$ cat src/rtl/dmem_arbiter_pkg.sv
// Shared types and default widths for the data-memory arbiter.
package dmem_arbiter_pkg;

    localparam int unsigned DefNumCores = 4;
    localparam int unsigned DefAddrW    = 16;
    localparam int unsigned DefDataW    = 16;
    localparam int unsigned GrantW      = 2;

    typedef enum logic [1:0] {
        StIdle  = 2'd0,
        StIssue = 2'd1,
        StAck   = 2'd2
    } state_e;

endpackage

$ cat src/rtl/dmem_arbiter_rr_select.sv
// Round-robin selector: first set request bit searching upward from last_grant+1.
module rr_select
    import dmem_arbiter_pkg::*;
#(
    parameter int unsigned NUM_CORES = DefNumCores
) (
    input  logic [NUM_CORES-1:0] req,
    input  logic [GrantW-1:0]    last_grant,
    output logic [GrantW-1:0]    winner,
    output logic                 valid
);

    logic [GrantW-1:0] idx;

    always_comb begin
        winner = '0;
        valid  = 1'b0;
        idx    = '0;
        for (int unsigned i = 1; i <= NUM_CORES; i++) begin
            idx = GrantW'((32'(last_grant) + i) % NUM_CORES);
            if (!valid && req[idx]) begin
                valid  = 1'b1;
                winner = idx;
            end
        end
    end

endmodule

$ cat src/rtl/dmem_arbiter.sv
// Single-port data-memory arbiter: round-robin among cores, three-cycle access,
// with a testbench back door that owns the memory port while the FSM is idle.
module dmem_arbiter
    import dmem_arbiter_pkg::*;
#(
    parameter int unsigned NUM_CORES = DefNumCores,
    parameter int unsigned ADDR_W    = DefAddrW,
    parameter int unsigned DATA_W    = DefDataW
) (
    input  logic                        clk,
    input  logic                        RESET,
    input  logic [NUM_CORES-1:0]        req,
    input  logic [NUM_CORES-1:0]        we,
    input  logic [NUM_CORES*ADDR_W-1:0] addr_flat,
    input  logic [NUM_CORES*DATA_W-1:0] wdata_flat,
    output logic [NUM_CORES-1:0]        ack,
    output logic [DATA_W-1:0]           rdata,
    input  logic                        tb_sel,
    input  logic                        tb_we,
    input  logic [ADDR_W-1:0]           tb_addr,
    input  logic [DATA_W-1:0]           tb_wdata,
    output logic                        mem_we,
    output logic [ADDR_W-1:0]           mem_addr,
    output logic [DATA_W-1:0]           mem_wdata,
    input  logic [DATA_W-1:0]           mem_rdata,
    output logic                        busy,
    output logic [GrantW-1:0]           grant_id
);

    state_e              state_q, state_d;
    logic                we_q;
    logic [ADDR_W-1:0]   addr_q;
    logic [DATA_W-1:0]   wdata_q;
    logic [DATA_W-1:0]   rdata_q;
    logic [GrantW-1:0]   grant_q;
    logic [GrantW-1:0]   last_grant_q;
    logic [GrantW-1:0]   winner;
    logic                win_valid;
    logic                start;

    logic [ADDR_W-1:0]   addr_arr  [NUM_CORES];
    logic [DATA_W-1:0]   wdata_arr [NUM_CORES];

    for (genvar g = 0; g < NUM_CORES; g++) begin : g_unpack
        assign addr_arr[g]  = addr_flat[g*ADDR_W +: ADDR_W];
        assign wdata_arr[g] = wdata_flat[g*DATA_W +: DATA_W];
    end

    rr_select #(
        .NUM_CORES (NUM_CORES)
    ) u_rr_select (
        .req        (req),
        .last_grant (last_grant_q),
        .winner     (winner),
        .valid      (win_valid)
    );

    // The back door blocks new grants only while the FSM is idle.
    assign start = (state_q == StIdle) && !tb_sel && win_valid;

    always_ff @(posedge clk) begin
        if (!RESET) begin
            state_q <= StIdle;
        end else begin
            state_q <= state_d;
        end
    end

    always_comb begin
        state_d = state_q;
        unique case (state_q)
            StIdle:  if (start) state_d = StIssue;
            StIssue: state_d = StAck;
            StAck:   state_d = StIdle;
            default: state_d = StIdle;
        endcase
    end

    always_comb begin
        ack       = '0;
        mem_we    = 1'b0;
        mem_addr  = addr_q;
        mem_wdata = wdata_q;
        unique case (state_q)
            StIdle: begin
                if (tb_sel) begin
                    mem_we    = tb_we;
                    mem_addr  = tb_addr;
                    mem_wdata = tb_wdata;
                end
            end
            StIssue: mem_we       = we_q;
            StAck:   ack[grant_q] = 1'b1;
            default: ;
        endcase
    end

    always_ff @(posedge clk) begin
        if (!RESET) begin
            we_q         <= 1'b0;
            addr_q       <= '0;
            wdata_q      <= '0;
            rdata_q      <= '0;
            grant_q      <= '0;
            last_grant_q <= GrantW'(NUM_CORES - 1);
        end else begin
            if (start) begin
                we_q    <= we[winner];
                addr_q  <= addr_arr[winner];
                wdata_q <= wdata_arr[winner];
                grant_q <= winner;
            end
            // Writes return their own data so rdata is meaningful on every ack.
            if (state_q == StIssue) begin
                rdata_q <= we_q ? wdata_q : mem_rdata;
            end
            if (state_q == StAck) begin
                last_grant_q <= grant_q;
            end
        end
    end

    assign rdata    = rdata_q;
    assign busy     = (state_q != StIdle);
    assign grant_id = grant_q;

endmodule
$ cat config.mk
export PLATFORM = sky130hd
export DESIGN_NAME = dmem_arbiter
export DESIGN_NICKNAME = d
export VERILOG_FILES = /design/src/rtl/dmem_arbiter_pkg.sv /design/src/rtl/dmem_arbiter_rr_select.sv /design/src/rtl/dmem_arbiter.sv
export SDC_FILE = /design/constraint.sdc
export NUM_CORES = 1
export LEC_CHECK = 0
export BUFFER_PORTS_ARGS = -buffer_cell sky130_fd_sc_hd__buf_2
export CAP_MARGIN = 5
export CELL_PAD_IN_SITES_DETAIL_PLACEMENT = 1
export CELL_PAD_IN_SITES_GLOBAL_PLACEMENT = 2
export CORE_UTILIZATION = 22
export CTS_CLUSTER_SIZE = 24
export DETAILED_ROUTE_END_ITERATION = 7
export PLACE_DENSITY_LB_ADDON = 0.1
export SLEW_MARGIN = 5
export SYNTH_ARGS = -nofsm -noshare
export SYNTH_HDL_FRONTEND = slang
export SYNTH_SLANG_ARGS = --single-unit
$ cat constraint.sdc
create_clock -name clk -period 1.85 [get_ports clk]
set_input_delay 0.2775 -clock clk [delete_from_list [all_inputs] [get_ports clk]]
set_output_delay 0.2775 -clock clk [all_outputs]
set_load 0.02 [all_outputs]
* Word level (Yosys, flattened, before mapping)
Cells that the tools add are included.
** Operators by class
- Add/subtract/negate cells :: 4
- Order comparisons :: 8
- Equal/unequal tests :: 3
- Muxes and demuxes :: 36
- Bitwise operators :: 1
- Reductions and logical operators :: 12
** Operator list (count)
- $mux 16 :: 9
- $bmux 16 s2 :: 2
- $lt 2x3->1 const B :: 6
- $mux 1 :: 11
- $bmux 1 s2 :: 5
- $mux 2 :: 5
- $logic_and 1x1->1 :: 6
- $add 2x1->2 const B :: 2
- $add 2x2->2 const B :: 2
- $logic_not 1->1 :: 4
- $mux 4 :: 1
- $pmux 2 s2 :: 1
- $ge 3x3->1 const B :: 1
- $not 2->3 :: 1
- $demux 1 s2 :: 1
- $eq 2x1->1 const B :: 1
- $eq 2x2->1 const B :: 1
- $ge 2x1->1 const B :: 1
- $logic_not 2->1 :: 1
- $ne 2x2->1 const B :: 1
- $pmux 1 s2 :: 1
- $reduce_bool 2->1 :: 1
** Storage, ports and cells
- Flip-flop bits (word level) :: 55
- Bits of input ports :: 188
- Output and inout bits :: 56

* Depth between registers and ports, before layout
- Depth in word-level cells :: 17
- Mapped depth :: 7

* Modules after synthesis
From an unflattened synthesis, not the netlist that was laid out.
** Second synthesis, totals
- Cell total of the unflattened synthesis :: 267
- Area, all modules :: 3398.3 sq um
** Modules (own cells, without submodules)
- dmem_arbiter :: times used 1, cells an instance 253, area an instance 3306.9 sq um, seq. area each 1101.1 sq um
- rr_select :: times used 1, cells an instance 14, area an instance 91.3 sq um, seq. area each 0.0 sq um

* Least setup slack after synthesis
Ideal clock, no wire load.
- Path type :: reg-to-output
- Start :: register state_q[0]
- End :: output mem_addr[0]
- Arrival :: 1.604 ns
- Slack :: -0.032 ns
- Cell stages (with the launch flop) :: 5
- Path through :: dfxtp_1 -> or2_2 -> nor2_1 -> buf_2 -> mux2_2
** Between the ends
- Longest elaborated chain between the ends :: 2
** Ends and longest elaborated chain
- start: declaration :: RTL line dmem_arbiter.sv:30 : state_e state_q, state_d;
- start signal: assignment :: RTL line dmem_arbiter.sv:63 : state_q <= StIdle;
- start signal: assignment :: RTL line dmem_arbiter.sv:65 : state_q <= state_d;
- $logic_not 2->1 :: RTL line dmem_arbiter.sv:84 : unique case (state_q)
- $mux 16 :: RTL line dmem_arbiter.sv:84
- end: declaration :: RTL line dmem_arbiter.sv:23 : output logic [ADDR_W-1:0] mem_addr,
No other way between the ends.

* Worst setup path after layout
- Start :: register state_q[1]
- End :: output mem_addr[11]
The elaborated chain is that of the path after synthesis.

==> impl_metrics.yaml <==
routing:
  firstDrtPassIters: 4
  wirelength_um: 14270
  vias_per_cell: 4.491
  wire_per_inst_um: 17.79
  ant_nets: 0
  drtIter0Drc: 68
  route.detailed.drc: 0
  num_vias: 3602
floorplan:
  io_pins: 244
  dieArea_mm2: 0.01616
  start_util_pct: 22.57
  core-area_mm2: 0.01526
  die_w_um: 127.1
  core.rowCount: 45
  die_y_um: 127.1
yosys:
  synth_area_mm2: 0.003445
  synth_edf_count: 0
  async_flop_share_pct: 0
  syn_avg_cell_area_um2: 10.19
  ys_types: 30
  synthFlopType: "dfxtp_1"
  yosysSeqAreaShare_pct: 31.97
  synth_nets: 526
  synth_cells: 338
  synth_warnings: 0
  postSynthRegisterBits: 55
layout:
  final_cell_area_mm2: 0.005520
  final.fill_count: 1806
  drive_gt1_share_pct: 57.97
  final_cell_mix: "221 x buf_2, 80 x mux2i_1, 55 x nand2_1, 52 x dfxtp_1, 27 x buf_6"
  layout-area-overhead-vs-synth_pct: 60.26
  layout.nets: 778
  final_common_cell: "buf_2"
timing:
  finalHoldViolCount: 0
  max_freq_ghz: 0.4842
  clock_skew_ns: 0.002744
  maxSlewViolCount: 0
  period_share_pct: 111.6
  layout_setup_ws_ns: -0.2152
  slew-limit-headroom_pct: 71.57
  post-route-min-period_ns: 2.065
  finalSetupViolCount: 33
  fin_setup_tns_ns: -6.518
  rsz0062_at_grt: "true"
  worst_pin_slew_ns: 0.4264
  hold_ws_ns: 0.2019
worst_setup_path:
  start_kind: "flip-flop"
  timing.rr.start: "last_grant_q[1]"
  crit_path_start: "state_q[1]"
  worstPathRequired_ns: 1.57
  cp-end-kind: "output port"
  cp.arrival_ns: 1.79
  critPathMaxFanout: 6
  crit_type: "flip-flop to output port"
clocking:
  hold_buffers: 0
  numCtsBuffers: 5
  cts_tree: "done"
  cts_sinks: 55
  cts_root_buf: "clkbuf_16"
  htreeDepth: 2
  cts.reportedPaths.clkPinSlew_ns: 0.07
  insertion_delay_ns: 0.30
  clock_path_buffers: 2
pwr:
  vdd_drop_max_v: 0.0003166
  powerDensity_mw_per_mm2: 678.9
  p_leak_nw: 2.731
grt:
  grt-ovfl-total: 0
  antenna_found_initial: 1
  grt_pass1_wl_um: 21000
  grt_pass1_vias: 3820
  grt_max_degree: 34
  track_usage_pct: 17.32
place:
  portBuffers: 243
  dp_hpwl_um: 10710
  gp_congestion: 0.7666
  placed_area_mm2: 0.005015
flow_run:
  timing.max_cap.violations: 0
outcome:
  outcome: "complete, but fails checks"
  violations: "setup timing"
min_path:
  min_from: "RESET"
  hp-class: "input port to flip-flop"
-- sequential cells by signal (all words and copies together), names as in the netlist --
name          flops
addr_q           16
rdata            16
wdata_q          16
grant_id          2
last_grant_q      2
state_q           2
we_q              1
-- per-stage QoR --
| step | power [mW] | std cells | setup slack [ns] | utilization (%) |
|---|---|---|---|---|
| after global routing | 3.948 | 801 | -0.2871 | 36.16 |
| after CTS | 3.739 | 802 | -0.2376 | 35.22 |
| after floorplan | 2.099 | 338 | 0.05971 | - |
| after detailed placement | 2.599 | 786 | 0.02665 | 32.87 |
| final | 3.748 | 802 | -0.2152 | 36.18 |
| after global placement | 2.582 | 786 | 0.05911 | 32.87 |
-- worst max-delay path, cell delays in order (launching register included) --
cell and delay [ns]:
dfxtp_2 0.32, or2_4 0.26, nor2_4 0.16, buf_6 0.14
clkbuf_16 0.15, mux2_4 0.30, buf_6 0.13
-- where the power goes --
part	internal (mW)	switching, mW	leakage (nW)
clock	0.532	0.474	0.0727
combinational	0.726	0.643	2.21
sequential	1.29	0.0832	0.452
total	2.55	1.20	2.73
-- final cells by class --
class	instances	area, um^2	area share (%)
Multi-Input combinational cell	252	2267	41.07
Timing Repair Buffer	274	1730	31.35
Sequential cell	55	1105	20.01
Tap cell	211	264.0	4.782
Clock buffer	6	138.9	2.516
Inverter	2	7.507	0.1360
Clock inverter	1	5.005	0.09066
Antenna cell	1	2.502	0.04533
-- synthesized netlist by cell type, types with 2 or more instances --
library cell | instances | area share [%]
buf_12 | 2 | 1.2
o221ai_2 | 11 | 4.8
dfxtp_1 | 55 | 32
o211a_1 | 16 | 4.6
a21oi_1 | 2 | 0.29
inv_1 | 2 | 0.22
mux2_2 | 32 | 10
mux2i_1 | 84 | 24
o221ai_1 | 23 | 5.8
buf_8 | 2 | 0.87
buf_2 | 11 | 1.6
nor2b_1 | 7 | 1.3
nor3_1 | 2 | 0.29
clkbuf_1 | 10 | 1.1
buf_4 | 4 | 0.87
nor2_1 | 3 | 0.33
nand2_1 | 56 | 6.1
nand2b_1 | 4 | 0.73
-- repair_timing --
item,CTS,global route
setup endpoints to repair,33,66
buffers inserted,7,0
resized for setup,32,51
pin swaps,0,4
gates cloned,2,1
-- cells by family after synthesis --
family,after synthesis,share of synthesized area (%)
simple gates,79,10.03
compound gates,57,17.33
mux,116,34.87
buf+inv,31,5.812
flops,55,31.97
-- path summary, 6_finish.rpt --
| kind | to | slack (ns) | depth (start not counted) |
|---|---|---|---|
| worst max-delay path | mem_addr[11] | -0.22 | 6 |
| worst min-delay path | last_grant_q[0] | 0.20 | 2 |
| worst max register to register | wdata_q[9] | 0.13 | 6 |
| worst min register to register | addr_q[11] | 0.47 | 2 |
-- layer usage --
layer	vias to the layer above	wire length [um]	global-route usage (%)	part of all wire, %
met2	137	7292	31.35	51
met5	-	0	0	0
met3	10	1030	5.067	7.2
met1	1691	5726	19.22	40
met4	0	218	6.162	1.5
li1	1764	-	-	-
Note: power is estimated with default switching activity, not from simulation.
